--- src/rtl/fpu_pkg.sv ---
// fpu_pkg: shared FPU constants and result record for the issue/collect controllers.
package fpu_pkg;
    localparam int FMUL_LAT  = 2;
    localparam int FPU_TAG_W = 5;
    typedef struct packed {
        logic [31:0]          data;
        logic [FPU_TAG_W-1:0] tag;
    } fpu_result_t;
endpackage

--- src/rtl/fmul_issue_if.sv ---
// fmul_issue_if: request, result and multiplier-side signals of the fmul issue controller.
interface fmul_issue_if #(parameter int TAG_W = fpu_pkg::FPU_TAG_W);
    logic             in_valid, in_ready;
    logic [31:0]      in_s, in_t;
    logic [TAG_W-1:0] in_tag;
    logic [31:0]      fmul_s, fmul_t, fmul_d;
    logic             out_valid, out_ready;
    logic [31:0]      out_d;
    logic [TAG_W-1:0] out_tag;
    logic             busy;
    modport master (
        output in_valid, in_s, in_t, in_tag, out_ready, fmul_d,
        input  in_ready, fmul_s, fmul_t, out_valid, out_d, out_tag, busy
    );
    modport slave (
        input  in_valid, in_s, in_t, in_tag, out_ready, fmul_d,
        output in_ready, fmul_s, fmul_t, out_valid, out_d, out_tag, busy
    );
endinterface

--- src/rtl/fpu_sync_fifo.sv ---
// fpu_sync_fifo: in-order ring-buffer FIFO with registered full/empty flags.
module fpu_sync_fifo #(
    parameter int W     = 37,
    parameter int DEPTH = 4
) (
    input  logic         clk,
    input  logic         rstn,
    input  logic         i_push,
    input  logic [W-1:0] i_data,
    input  logic         i_pop,
    output logic [W-1:0] o_data,
    output logic         o_empty
);
    localparam int AW = $clog2(DEPTH);
    logic [W-1:0]  r_mem [DEPTH];
    logic [AW-1:0] r_wr, r_rd;
    logic          r_full, r_empty;
    logic          w_wr, w_rd;
    logic [AW-1:0] w_wr_nx, w_rd_nx;

    assign w_wr    = i_push && !r_full;
    assign w_rd    = i_pop && !r_empty;
    assign w_wr_nx = (r_wr == AW'(DEPTH - 1)) ? '0 : r_wr + 1'b1;
    assign w_rd_nx = (r_rd == AW'(DEPTH - 1)) ? '0 : r_rd + 1'b1;
    assign o_empty = r_empty;
    assign o_data  = r_empty ? '0 : r_mem[r_rd];

    always_ff @(posedge clk) begin
        if (w_wr) r_mem[r_wr] <= i_data;
    end

    always_ff @(posedge clk or negedge rstn) begin
        if (!rstn) begin
            r_wr    <= '0;
            r_rd    <= '0;
            r_full  <= 1'b0;
            r_empty <= 1'b1;
        end else begin
            if (w_wr) r_wr <= w_wr_nx;
            if (w_rd) r_rd <= w_rd_nx;
            // flags only move when occupancy actually changes
            if (w_wr && !w_rd) begin
                r_empty <= 1'b0;
                r_full  <= (w_wr_nx == r_rd);
            end else if (w_rd && !w_wr) begin
                r_full  <= 1'b0;
                r_empty <= (w_rd_nx == r_wr);
            end
        end
    end
endmodule

--- src/rtl/fmul_issue.sv ---
// fmul_issue: credit-based issue into the non-stalling fmul pipeline with in-order result collection.
module fmul_issue
    import fpu_pkg::*;
#(
    parameter int LAT   = FMUL_LAT,
    parameter int TAG_W = FPU_TAG_W,
    parameter int DEPTH = 4
) (
    input logic         clk,
    input logic         rstn,
    fmul_issue_if.slave bus
);
    localparam int CW = $clog2(DEPTH + 1);
    logic [CW-1:0]             r_credits;
    logic [LAT:0]              r_vld;
    logic [LAT:0][TAG_W-1:0]   r_tag;
    logic [31:0]               r_s, r_t;
    logic                      w_acc, w_pop, w_empty;
    logic [31+TAG_W:0]         w_head;

    assign w_pop         = bus.out_valid && bus.out_ready;
    assign bus.in_ready  = (r_credits != '0) || w_pop;
    assign w_acc         = bus.in_valid && bus.in_ready;
    assign bus.fmul_s    = r_s;
    assign bus.fmul_t    = r_t;
    assign bus.out_valid = !w_empty;
    assign bus.out_d     = w_head[31+TAG_W:TAG_W];
    assign bus.out_tag   = w_head[TAG_W-1:0];
    assign bus.busy      = (|r_vld) || !w_empty;

    always_ff @(posedge clk or negedge rstn) begin
        if (!rstn) begin
            r_credits <= CW'(DEPTH);
            r_vld     <= '0;
            r_tag     <= '0;
            r_s       <= '0;
            r_t       <= '0;
        end else begin
            if (w_acc) begin
                r_s <= bus.in_s;
                r_t <= bus.in_t;
            end
            r_vld     <= {r_vld[LAT-1:0], w_acc};
            r_tag     <= {r_tag[LAT-1:0], bus.in_tag};
            r_credits <= r_credits + CW'(w_pop) - CW'(w_acc);
        end
    end

    // the last tracking stage lines up with fmul_d of the same operation
    fpu_sync_fifo #(.W(32 + TAG_W), .DEPTH(DEPTH)) u_fifo (
        .clk     (clk),
        .rstn    (rstn),
        .i_push  (r_vld[LAT]),
        .i_data  ({bus.fmul_d, r_tag[LAT]}),
        .i_pop   (w_pop),
        .o_data  (w_head),
        .o_empty (w_empty)
    );
endmodule

--- src/flat_wrapper.sv ---
// flat-port wrapper written by rule: the top's interface ports become plain ports
module fmul_issue_flat import fpu_pkg::*;
#(
    parameter int LAT   = FMUL_LAT,
    parameter int TAG_W = FPU_TAG_W,
    parameter int DEPTH = 4
)
  (clk, rstn, bus_in_valid, bus_in_s, bus_in_t, bus_in_tag, bus_out_ready, bus_fmul_d, bus_in_ready, bus_fmul_s, bus_fmul_t, bus_out_valid, bus_out_d, bus_out_tag, bus_busy);
  fmul_issue_if #(.TAG_W(TAG_W)) bus_i ();
  input logic clk;
  input logic rstn;
  input wire logic [$bits(bus_i.in_valid)-1:0] bus_in_valid;
  input wire logic [$bits(bus_i.in_s)-1:0] bus_in_s;
  input wire logic [$bits(bus_i.in_t)-1:0] bus_in_t;
  input wire logic [$bits(bus_i.in_tag)-1:0] bus_in_tag;
  input wire logic [$bits(bus_i.out_ready)-1:0] bus_out_ready;
  input wire logic [$bits(bus_i.fmul_d)-1:0] bus_fmul_d;
  output wire logic [$bits(bus_i.in_ready)-1:0] bus_in_ready;
  output wire logic [$bits(bus_i.fmul_s)-1:0] bus_fmul_s;
  output wire logic [$bits(bus_i.fmul_t)-1:0] bus_fmul_t;
  output wire logic [$bits(bus_i.out_valid)-1:0] bus_out_valid;
  output wire logic [$bits(bus_i.out_d)-1:0] bus_out_d;
  output wire logic [$bits(bus_i.out_tag)-1:0] bus_out_tag;
  output wire logic [$bits(bus_i.busy)-1:0] bus_busy;
  assign bus_i.in_valid = bus_in_valid;
  assign bus_i.in_s = bus_in_s;
  assign bus_i.in_t = bus_in_t;
  assign bus_i.in_tag = bus_in_tag;
  assign bus_i.out_ready = bus_out_ready;
  assign bus_i.fmul_d = bus_fmul_d;
  assign bus_in_ready = bus_i.in_ready;
  assign bus_fmul_s = bus_i.fmul_s;
  assign bus_fmul_t = bus_i.fmul_t;
  assign bus_out_valid = bus_i.out_valid;
  assign bus_out_d = bus_i.out_d;
  assign bus_out_tag = bus_i.out_tag;
  assign bus_busy = bus_i.busy;
  fmul_issue #(.LAT(LAT), .TAG_W(TAG_W), .DEPTH(DEPTH)) u_core (.clk(clk), .rstn(rstn), .bus(bus_i));
endmodule
--- config.mk ---
export PLATFORM = sky130hd
export DESIGN_NAME = fmul_issue_flat
export DESIGN_NICKNAME = d
export VERILOG_FILES = /design/src/rtl/fpu_pkg.sv /design/src/rtl/fmul_issue_if.sv /design/src/rtl/fpu_sync_fifo.sv /design/src/rtl/fmul_issue.sv /design/src/flat_wrapper.sv
export SDC_FILE = /design/constraint.sdc
export NUM_CORES = 1
export LEC_CHECK = 0
export CAP_MARGIN = 25
export CELL_PAD_IN_SITES_DETAIL_PLACEMENT = 1
export CELL_PAD_IN_SITES_GLOBAL_PLACEMENT = 1
export CORE_AREA = 2 2 179 181
export DETAILED_ROUTE_END_ITERATION = 8
export DIE_AREA = 0 0 181 183
export PLACE_DENSITY = 0.6
export SLEW_MARGIN = 0
export SYNTH_ARGS = -nofsm -noshare
export SYNTH_HDL_FRONTEND = slang
export SYNTH_HIERARCHICAL = 1
export SYNTH_SLANG_ARGS = --single-unit
--- constraint.sdc ---
create_clock -name clk -period 3.5 [get_ports clk]
set_input_delay 0.7 -clock clk [delete_from_list [all_inputs] [get_ports clk]]
set_output_delay 0.7 -clock clk [all_outputs]
set_load 0.01 [all_outputs]
==> results of run 1 <==
## per-stage QoR
step / hold slack [ns] / cells
2_1_floorplan: 0.3312 / 442
3_3_place_gp: 0.3344 / 1046
3_5_place_dp: 0.3358 / 1046
4_1_cts: 0.2510 / 1095
5_1_grt: 0.2876 / 1095
6_report: 0.2366 / 1095
## synthesized netlist by cell type
cell      number  area share
xor2_1         2      0.0019
nand2_1        2     0.00081
edfxtp_1     148        0.48
mux4_2        37       0.090
buf_6          5      0.0061
xnor2_1        3      0.0028
dfstp_2        2      0.0057
nor2_1         2     0.00081
dfrtp_1       89        0.24
inv_2          2     0.00081
o41ai_1        2      0.0019
mux2_4        49       0.079
nor2b_1       39       0.026
buf_2          2      0.0011
clkbuf_1       7      0.0028
buf_12         5       0.011
fa_1           1      0.0022
o41ai_4        1      0.0030
nand2_2        1     0.00068
ha_1           8       0.011
buf_4          2      0.0016
inv_1          8      0.0032
mux2_2        19       0.023
and2_1         4      0.0027
or4_1          2      0.0016
## worst max-delay path, delay by kind of cell, from the launching register on
kind | cells | cell delay [ns]
muxes | 1 | 0.55
DFF | 1 | 0.38
buffers and inverters | 2 | 0.75
and+or+nand+nor | 1 | 0.16
## final timing paths
path,startpoint,end,cells after the start
max reg2reg,u_core/u_fifo/o_empty,u_core/r_credits[2],12
min reg2reg,u_core/r_tag[7],u_core/r_tag[12],0
max in group asynchronous,rstn,u_core/bus.fmul_s[30],2
min,rstn,u_core/bus.fmul_t[7],1
max,u_core/u_fifo/r_rd[0],bus_out_d[31],4
min in group clk,u_core/r_tag[7],u_core/r_tag[12],0
## cells by family after synthesis
logic type,count (synthesis),share of synthesized area
mux,105,0.1924
flops,239,0.7256
compound gates,3,0.004862
xor+xnor,5,0.004727
simple gates,50,0.03295
fa+ha+maj,9,0.01296
buf+inv,31,0.02647
## metal layers
layer | vias to the layer above | track usage | part of all wire
li1 | 2138 | - | -
met1 | 2472 | 0.1561 | 0.41
met2 | 207 | 0.2125 | 0.47
met3 | 27 | 0.05361 | 0.11
met4 | 0 | 0.03350 | 0.017
met5 | - | 0 | 0
## flip-flops by register name, indices dropped and copies added (netlist names)
name                   cells
u_core/u_fifo/r_mem      148
u_core/bus.fmul_s         32
u_core/bus.fmul_t         32
u_core/r_tag              15
u_core/r_credits           3
u_core/r_vld               3
u_core/u_fifo/r_rd         2
u_core/u_fifo/r_wr         2
u_core/u_fifo/o_empty      1
u_core/u_fifo/r_full       1
## power breakdown
part / switching (mW) / leakage, nW / internal, mW
clock: 1.09 / 0.438 / 1.77
sequential: 0.279 / 2.42 / 3.68
combinational: 1.47 / 1.88 / 1.95
## area by class of cell
class                      count  area [sq um]
sequential                   239          6726
clock buffer                  36         739.5
inverter                      10         37.54
clock inverter                13         161.4
tap                          402         503.0
timing repair buffer         223          2230
fill                        3087         18530
multi-input combinational    172          2302
==> run_results.csv, run 1 <==
group,metric,value,unit
cts,cts_tree,"built",
logic_synthesis,synth_fp_nets,556,
drt,vias,4844,
power,power,10.24,mW
setup_path,startpoint_type,"register",
timing,worst_slew_pin_slew,0.7730,ns
cts,clk_path_buf_depth,3,
cts,cts_resized,0,
status,status,"finished clean",
placement,port_buffers,208,
cts,cts.sinks,239,
drt,drt_wl_total,21.03,mm
timing,slew_violations,0,
cts,cts_hold_buf,0,
floorplanning,die_h,183,um
setup_path,critPathRequiredTime,2.80,ns
timing,rsz0062_at_grt,"false",
floorplanning,fp-row-count,65,
logic_synthesis,synth_cells,442,
global_routing,overflow,0,
setup_path,end_kind,"output pin",
placement,place_ws,0.3341,ns
job,maxCapViolations,0,
drt,drt_first_pass_iters,4,
finish,nets,787,
cts,cts_root_buf,"clkbuf_16",
global_routing,grt_first_pass_wirelength,32.78,mm
finish,layout-drive-gt1-share,0.2468,
logic_synthesis,yosys_register_bits,239,
finish,area_delta_synth_final,37.05,%
setup_path,cp_cell_sequence,"buf_12, mux4_2, nor2b_1, clkdlybuf4s50_1",
setup_path,path_class,"register to output pin",
drt,ant_nets,0,
drt,drt_iter0_drc,195,
placement,gp_congestion,0.7764,
floorplanning,core_area,31230,sq um
power,power_density,806.0,nW/um^2
finish,layout_commonest_cell,"clkdlybuf4s50_1",
timing,fmax,0.3228,GHz
timing,max_slew_margin,0.4846,
global_routing,grt_max_degree,65,
setup_path,critPathSlowestCell,"mux4_2",
setup_path,cpPeakStageDelay,0.55,ns
timing,finalSetupViolations,0,
logic_synthesis,synth_area,9266,sq um
cts,cts.htree.levels,1,
cts,cts_setup_buffers,0,
timing,setup_tns,0,ns
timing,fin_crit_sh,0.8852,
floorplanning,ios,209,
logic_synthesis,synth.distinct_cells,25,
floorplanning,die_area,33120,sq um
drt,wl_per_cell,19.20,um
timing,clock-skew-final,0.01559,ns
global_routing,grt_usage,0.1286,
timing,finalCriticalPeriod,3.098,ns
power,peakVddDrop,0.0003999,V
finish,fin_area,12700,sq um
floorplanning,initial_utilization,0.2967,
cts,clk_latency,0.53,ns
setup_path,worstPathArrival,2.40,ns
global_routing,antenna_found_initial,0,
placement,placed_cell_area,11800,sq um
drt,drc_errors,0,
cts,cts_buffers,27,
global_routing,grt_pass1_vias,5570,
logic_synthesis,syn_avg_cell_area,20.96,sq um
power,p_leak,4.738,nW
timing,timing.final.ws_setup,0.4017,ns
drt,vias_per_cell,4.424,
hold_path,min_path_type,"input pin to async pin",
cts,clkTransAtPathRegs,0.06,ns
logic_synthesis,yosysWarnings,6,
finish,final_core_util,0.4067,
finish,final_cell_mix,"clkdlybuf4s50_1 (207), edfxtp_1 (148), dfrtp_1 (87)",
timing,hold_violations,0,
setup_path,critPathMaxFanout,29,
floorplanning,die_w,181,um
finish,antenna_cells,0,
logic_synthesis,ys_seq_area_frac,0.7256,
placement,dp.final_hpwl,13.78,mm
setup_path,regToRegSetupSlack,0.99,ns
No activity file was read; power rests on OpenSTA's default activity.
==> inputs of run 2 (changes only) <==
--- a/config.mk
+++ b/config.mk
@@ -11,7 +11,9 @@
 export CORE_AREA = 2 2 179 181
 export DETAILED_ROUTE_END_ITERATION = 8
 export DIE_AREA = 0 0 181 183
-export PLACE_DENSITY = 0.6
+export DONT_BUFFER_PORTS = 1
+export GPL_ROUTABILITY_DRIVEN = 0
+export PLACE_DENSITY = 0.5
 export SLEW_MARGIN = 0
 export SYNTH_ARGS = -nofsm -noshare
 export SYNTH_HDL_FRONTEND = slang
==> run_results.csv, run 2 (synthesis results as in run 1) <==
group,metric,value,unit
finish,layoutNonFillerInstCount,886,
global_routing,antenna_found_initial,2,
drt,drt_wl_total,18.73,mm
timing,finalSetupViolations,0,
power,p_switching,2.649,mW
timing,setup_tns,0,ns
power,p_clk_frac,0.304,
timing,fmax,0.3269,GHz
cts,clk_path_buf_depth,3,
cts,cts.htree.levels,1,
setup_path,path_class,"register to output pin",
timing,clock-skew-final,0.007782,ns
drt,drt_first_pass_iters,4,
placement,dp.final_hpwl,11.92,mm
status,status,"finished clean",
timing,hold_violations,0,
drt,drt_iter0_drc,123,
finish,antenna_cells,0,
timing,finalCriticalPeriod,3.059,ns
power,p_leak,3.922,nW
floorplanning,core_area,31230,sq um
power,p_comb_frac,0.225,
global_routing,grt_usage,0.1149,
power,p_sw_frac,0.2929,
floorplanning,initial_utilization,0.2967,
power,power,9.044,mW
finish,layout_commonest_cell,"edfxtp_1",
timing,slew_violations,0,
placement,port_buffers,0,
drt,drc_errors,0,
placement,post-place-cells,835,
floorplanning,die_h,183,um
cts,cts.sinks,239,
timing,fin_crit_sh,0.8739,
global_routing,grt_pass1_vias,4659,
job,maxCapViolations,0,
global_routing,overflow,0,
cts,cts_resized,0,
floorplanning,die_area,33120,sq um
drt,ant_nets,0,
power,power_density,853.4,nW/um^2
floorplanning,die_w,181,um
global_routing,grt_max_degree,91,
floorplanning,fp-row-count,65,
timing,worst_slew_pin_slew,0.8757,ns
power,power.internal,6.395,mW
cts,clk_latency,0.52,ns
finish,largest_register_ffs,148,
hold_path,min_path_type,"input pin to async pin",
timing,rsz0062_at_grt,"false",
setup_path,startpoint_type,"register",
setup_path,critPathMaxFanout,41,
drt,vias,3996,
cts,cts_buffers,26,
drt,vias_per_cell,4.510,
cts,cts_tree,"built",
power,p_seq_frac,0.471,
cts,cts_root_buf,"clkbuf_16",
floorplanning,ios,209,
finish,final_cell_mix,"edfxtp_1 (148), dfrtp_1 (87), mux2_4 (49)",
cts,clkTransAtPathRegs,0.06,ns
global_routing,grt_first_pass_wirelength,28.93,mm
timing,max_slew_margin,0.4162,
setup_path,worstPathArrival,2.36,ns
finish,nets,578,
finish,layout-drive-gt1-share,0.3595,
power,peakVddDrop,0.0003936,V
finish,top_register,"u_core/u_fifo/r_mem",
setup_path,critPathRequiredTime,2.80,ns
drt,wl_per_cell,21.14,um
finish,area_delta_synth_final,14.37,%
setup_path,end_kind,"output pin",
run 2: cell types whose count changed in the layout (fill, tap and decap cells not counted), moves of 2 or more:
cell	delta
buf_12	-2
clkdlybuf4s50_1	-207
bufinv_16	-2
clkinv_2	+2
clkinv_1	-5
clkbuf_4	+2
run 2: cell type report:
cell class	count	area [sq um]
flip-flops and latches	239	6729
well taps	402	503.0
repair buffers	15	147.6
clock buffers	37	762.0
fillers	3100	20630
clock inverters	11	116.4
inverters	10	37.54
multi-input cells	172	2302
run 2: power by group through the flow:
stage / Sequential, mW / Combinational, mW / Clock (mW)
after floorplan: 4.00 / 1.87 / 0
after global placement: 4.32 / 2.02 / 0
after detailed placement: 4.34 / 2.08 / 0
after CTS: 4.30 / 2.10 / 2.87
after global routing: 4.37 / 2.23 / 2.98
final: 4.26 / 2.03 / 2.75
run 2: critical path, cell delays in order, from the launching register on:
cell     delay (ns)
dfrtp_4        0.99
mux4_2         0.63
nor2b_1        0.19
run 2: what timing repair did:
action                    in CTS  in global routing
hold buffers                   2                  0
buffers inserted               0                  0
hold endpoints to repair      90                  0
run 2: path summary, 6_finish.rpt:
check / start / slack, ns / cells past startpoint / end
max in group asynchronous: rstn / 2.80 / 1 / u_core/r_credits[2]
setup / recovery: u_core/u_fifo/r_rd[0] / 0.44 / 2 / bus_out_d[31]
hold reg to reg: u_core/r_tag[4] / 0.35 / 0 / u_core/r_tag[9]
setup reg to reg: u_core/u_fifo/o_empty / 1.04 / 12 / u_core/r_credits[2]
hold / removal: rstn / 0.08 / 1 / u_core/bus.fmul_t[11]
min in group clk: bus_in_tag[1] / 0.20 / 0 / u_core/r_tag[1]
run 2: routing by layer:
layer,vias to the layer above,share of wire,global-route usage
met3,35,0.11,0.05103
li1,1719,-,-
met4,4,0.021,0.02992
met1,2045,0.39,0.1314
met5,-,0.0016,0
met2,193,0.48,0.1971
run 2: per-stage QoR:
stage / utilization / hold WS [ns] / worst slack, ns / instance area, sq um
after floorplan: - / 0.3312 / 0.8299 / 9266
after global placement: 0.3094 / 0.3328 / 0.9301 / 9662
after detailed placement: 0.3094 / 0.3363 / 0.9278 / 9662
after CTS: 0.3387 / 0.07629 / 0.3367 / 10580
after global routing: 0.3393 / 0.09216 / 0.2347 / 10600
final: 0.3393 / 0.07848 / 0.4414 / 10600
==> inputs of run 3 (changes only) <==
--- a/config.mk
+++ b/config.mk
@@ -13,7 +13,7 @@
 export DIE_AREA = 0 0 181 183
 export DONT_BUFFER_PORTS = 1
 export GPL_ROUTABILITY_DRIVEN = 0
-export PLACE_DENSITY = 0.5
+export PLACE_DENSITY_LB_ADDON = 0.1
 export SLEW_MARGIN = 0
 export SYNTH_ARGS = -nofsm -noshare
 export SYNTH_HDL_FRONTEND = slang
==> run_results.csv, run 3 (synthesis results as in run 1) <==
group,metric,value,unit
cts,cts_tree,"built",
placement,place_ws,0.8941,ns
floorplanning,die_area,33120,sq um
finish,layout-drive-gt1-share,0.3580,
global_routing,antenna_found_initial,1,
finish,final_cell_mix,"edfxtp_1 (148), dfrtp_1 (87), mux2_4 (49)",
power,peakVddDrop,0.0003549,V
global_routing,grt_pass1_vias,4750,
timing,clock-skew-final,0.01033,ns
timing,max_slew_margin,0.4130,
cts,clk_path_buf_depth,3,
setup_path,worstPathArrival,2.39,ns
power,power_density,872.2,nW/um^2
cts,cts_root_buf,"clkbuf_16",
status,status,"finished clean",
floorplanning,fp-row-count,65,
timing,finalCriticalPeriod,3.085,ns
drt,drc_errors,0,
placement,post-place-cells,833,
timing,slew_violations,0,
setup_path,critPathRequiredTime,2.80,ns
drt,vias_per_cell,4.548,
drt,ant_nets,0,
global_routing,grt_max_degree,90,
finish,largest_register_ffs,148,
finish,nFillCells,3115,
placement,dp.final_hpwl,11.80,mm
timing,fin_crit_sh,0.8815,
floorplanning,initial_utilization,0.2967,
drt,drt_iter0_drc,172,
finish,fin_area,10690,sq um
cts,cts_buffers,28,
setup_path,end_kind,"output pin",
timing,timing.final.ws_setup,0.4148,ns
global_routing,grt_usage,0.1187,
timing,rsz0062_at_grt,"false",
cts,cts.sinks,239,
floorplanning,die_h,183,um
global_routing,overflow,0,
global_routing,grt_first_pass_wirelength,29.89,mm
cts,cts_hold_buf,2,
cts,clkTransAtPathRegs,0.06,ns
timing,worst_slew_pin_slew,0.8805,ns
power,power,9.327,mW
floorplanning,core_area,31230,sq um
finish,area_delta_synth_final,15.41,%
timing,hold_violations,0,
drt,vias,4043,
floorplanning,die_w,181,um
power,p_leak,3.962,nW
finish,layoutNonFillerInstCount,889,
finish,layout_commonest_cell,"edfxtp_1",
drt,drt_first_pass_iters,4,
timing,hold_ws,0.09342,ns
finish,top_register,"u_core/u_fifo/r_mem",
cts,cts_setup_buffers,0,
timing,setup_tns,0,ns
drt,drt_wl_total,19.32,mm
cts,clk_latency,0.53,ns
drt,wl_per_cell,21.73,um
finish,nets,578,
finish,final_core_util,0.3424,
timing,finalSetupViolations,0,
setup_path,path_class,"register to output pin",
setup_path,startpoint_type,"register",
placement,port_buffers,0,
hold_path,min_path_type,"input pin to async pin",
setup_path,critPathMaxFanout,41,
timing,fmax,0.3241,GHz
cts,cts_resized,0,
floorplanning,ios,209,
job,maxCapViolations,0,
placement,placed_cell_area,9659,sq um
cts,cts.htree.levels,1,
## run 3: cell types whose count changed in the layout (fill, tap and decap cells not counted), moves of 3 or more
| cell | delta |
|---|---|
| buf_4 | -3 |
| bufinv_16 | +3 |
| clkbuf_1 | -3 |
| clkinv_1 | +5 |
| clkinv_2 | +3 |
## run 3: final timing paths
check,cells past startpoint,end,slack [ns],startpoint
max,2,bus_out_d[23],0.41,u_core/u_fifo/r_rd[0]
min,1,u_core/bus.fmul_t[30],0.09,rstn
max reg2reg,12,u_core/r_credits[2],1.06,u_core/u_fifo/o_empty
min reg2reg,0,u_core/r_tag[12],0.35,u_core/r_tag[7]
max in group asynchronous,1,u_core/r_credits[2],2.72,rstn
min in group clk,0,u_core/r_tag[1],0.19,bus_in_tag[1]
## run 3: per-layer routing
metal	up-vias	GRT usage	wire length, um
li1	1723	-	-
met1	2097	0.1437	7678
met2	196	0.1942	9214
met3	27	0.05222	2109
met4	0	0.03187	314
met5	-	0	0
## run 3: power breakdown
| group | switching (mW) | internal (mW) | total (mW) |
|---|---|---|---|
| sequential | 0.546 | 3.68 | 4.23 |
| clock | 1.13 | 1.87 | 3.01 |
| combinational | 1.04 | 1.05 | 2.09 |
| total | 2.72 | 6.60 | 9.33 |
## run 3: final cells by class
cell class,count,area (sq um),area share
antenna,1,2.502,0.0002340
clock buffer,31,733.2,0.06856
clock inverter,21,234.0,0.02188
inverter,10,37.54,0.003510
multi-input combinational,172,2302,0.2153
sequential,239,6729,0.6292
tap,402,503.0,0.04703
timing repair buffer,13,152.6,0.01427
## run 3: critical path, cell delays in order, from the launching register on
cell and delay (ns):
dfrtp_4 1.01, mux4_2 0.64, nor2b_1 0.19
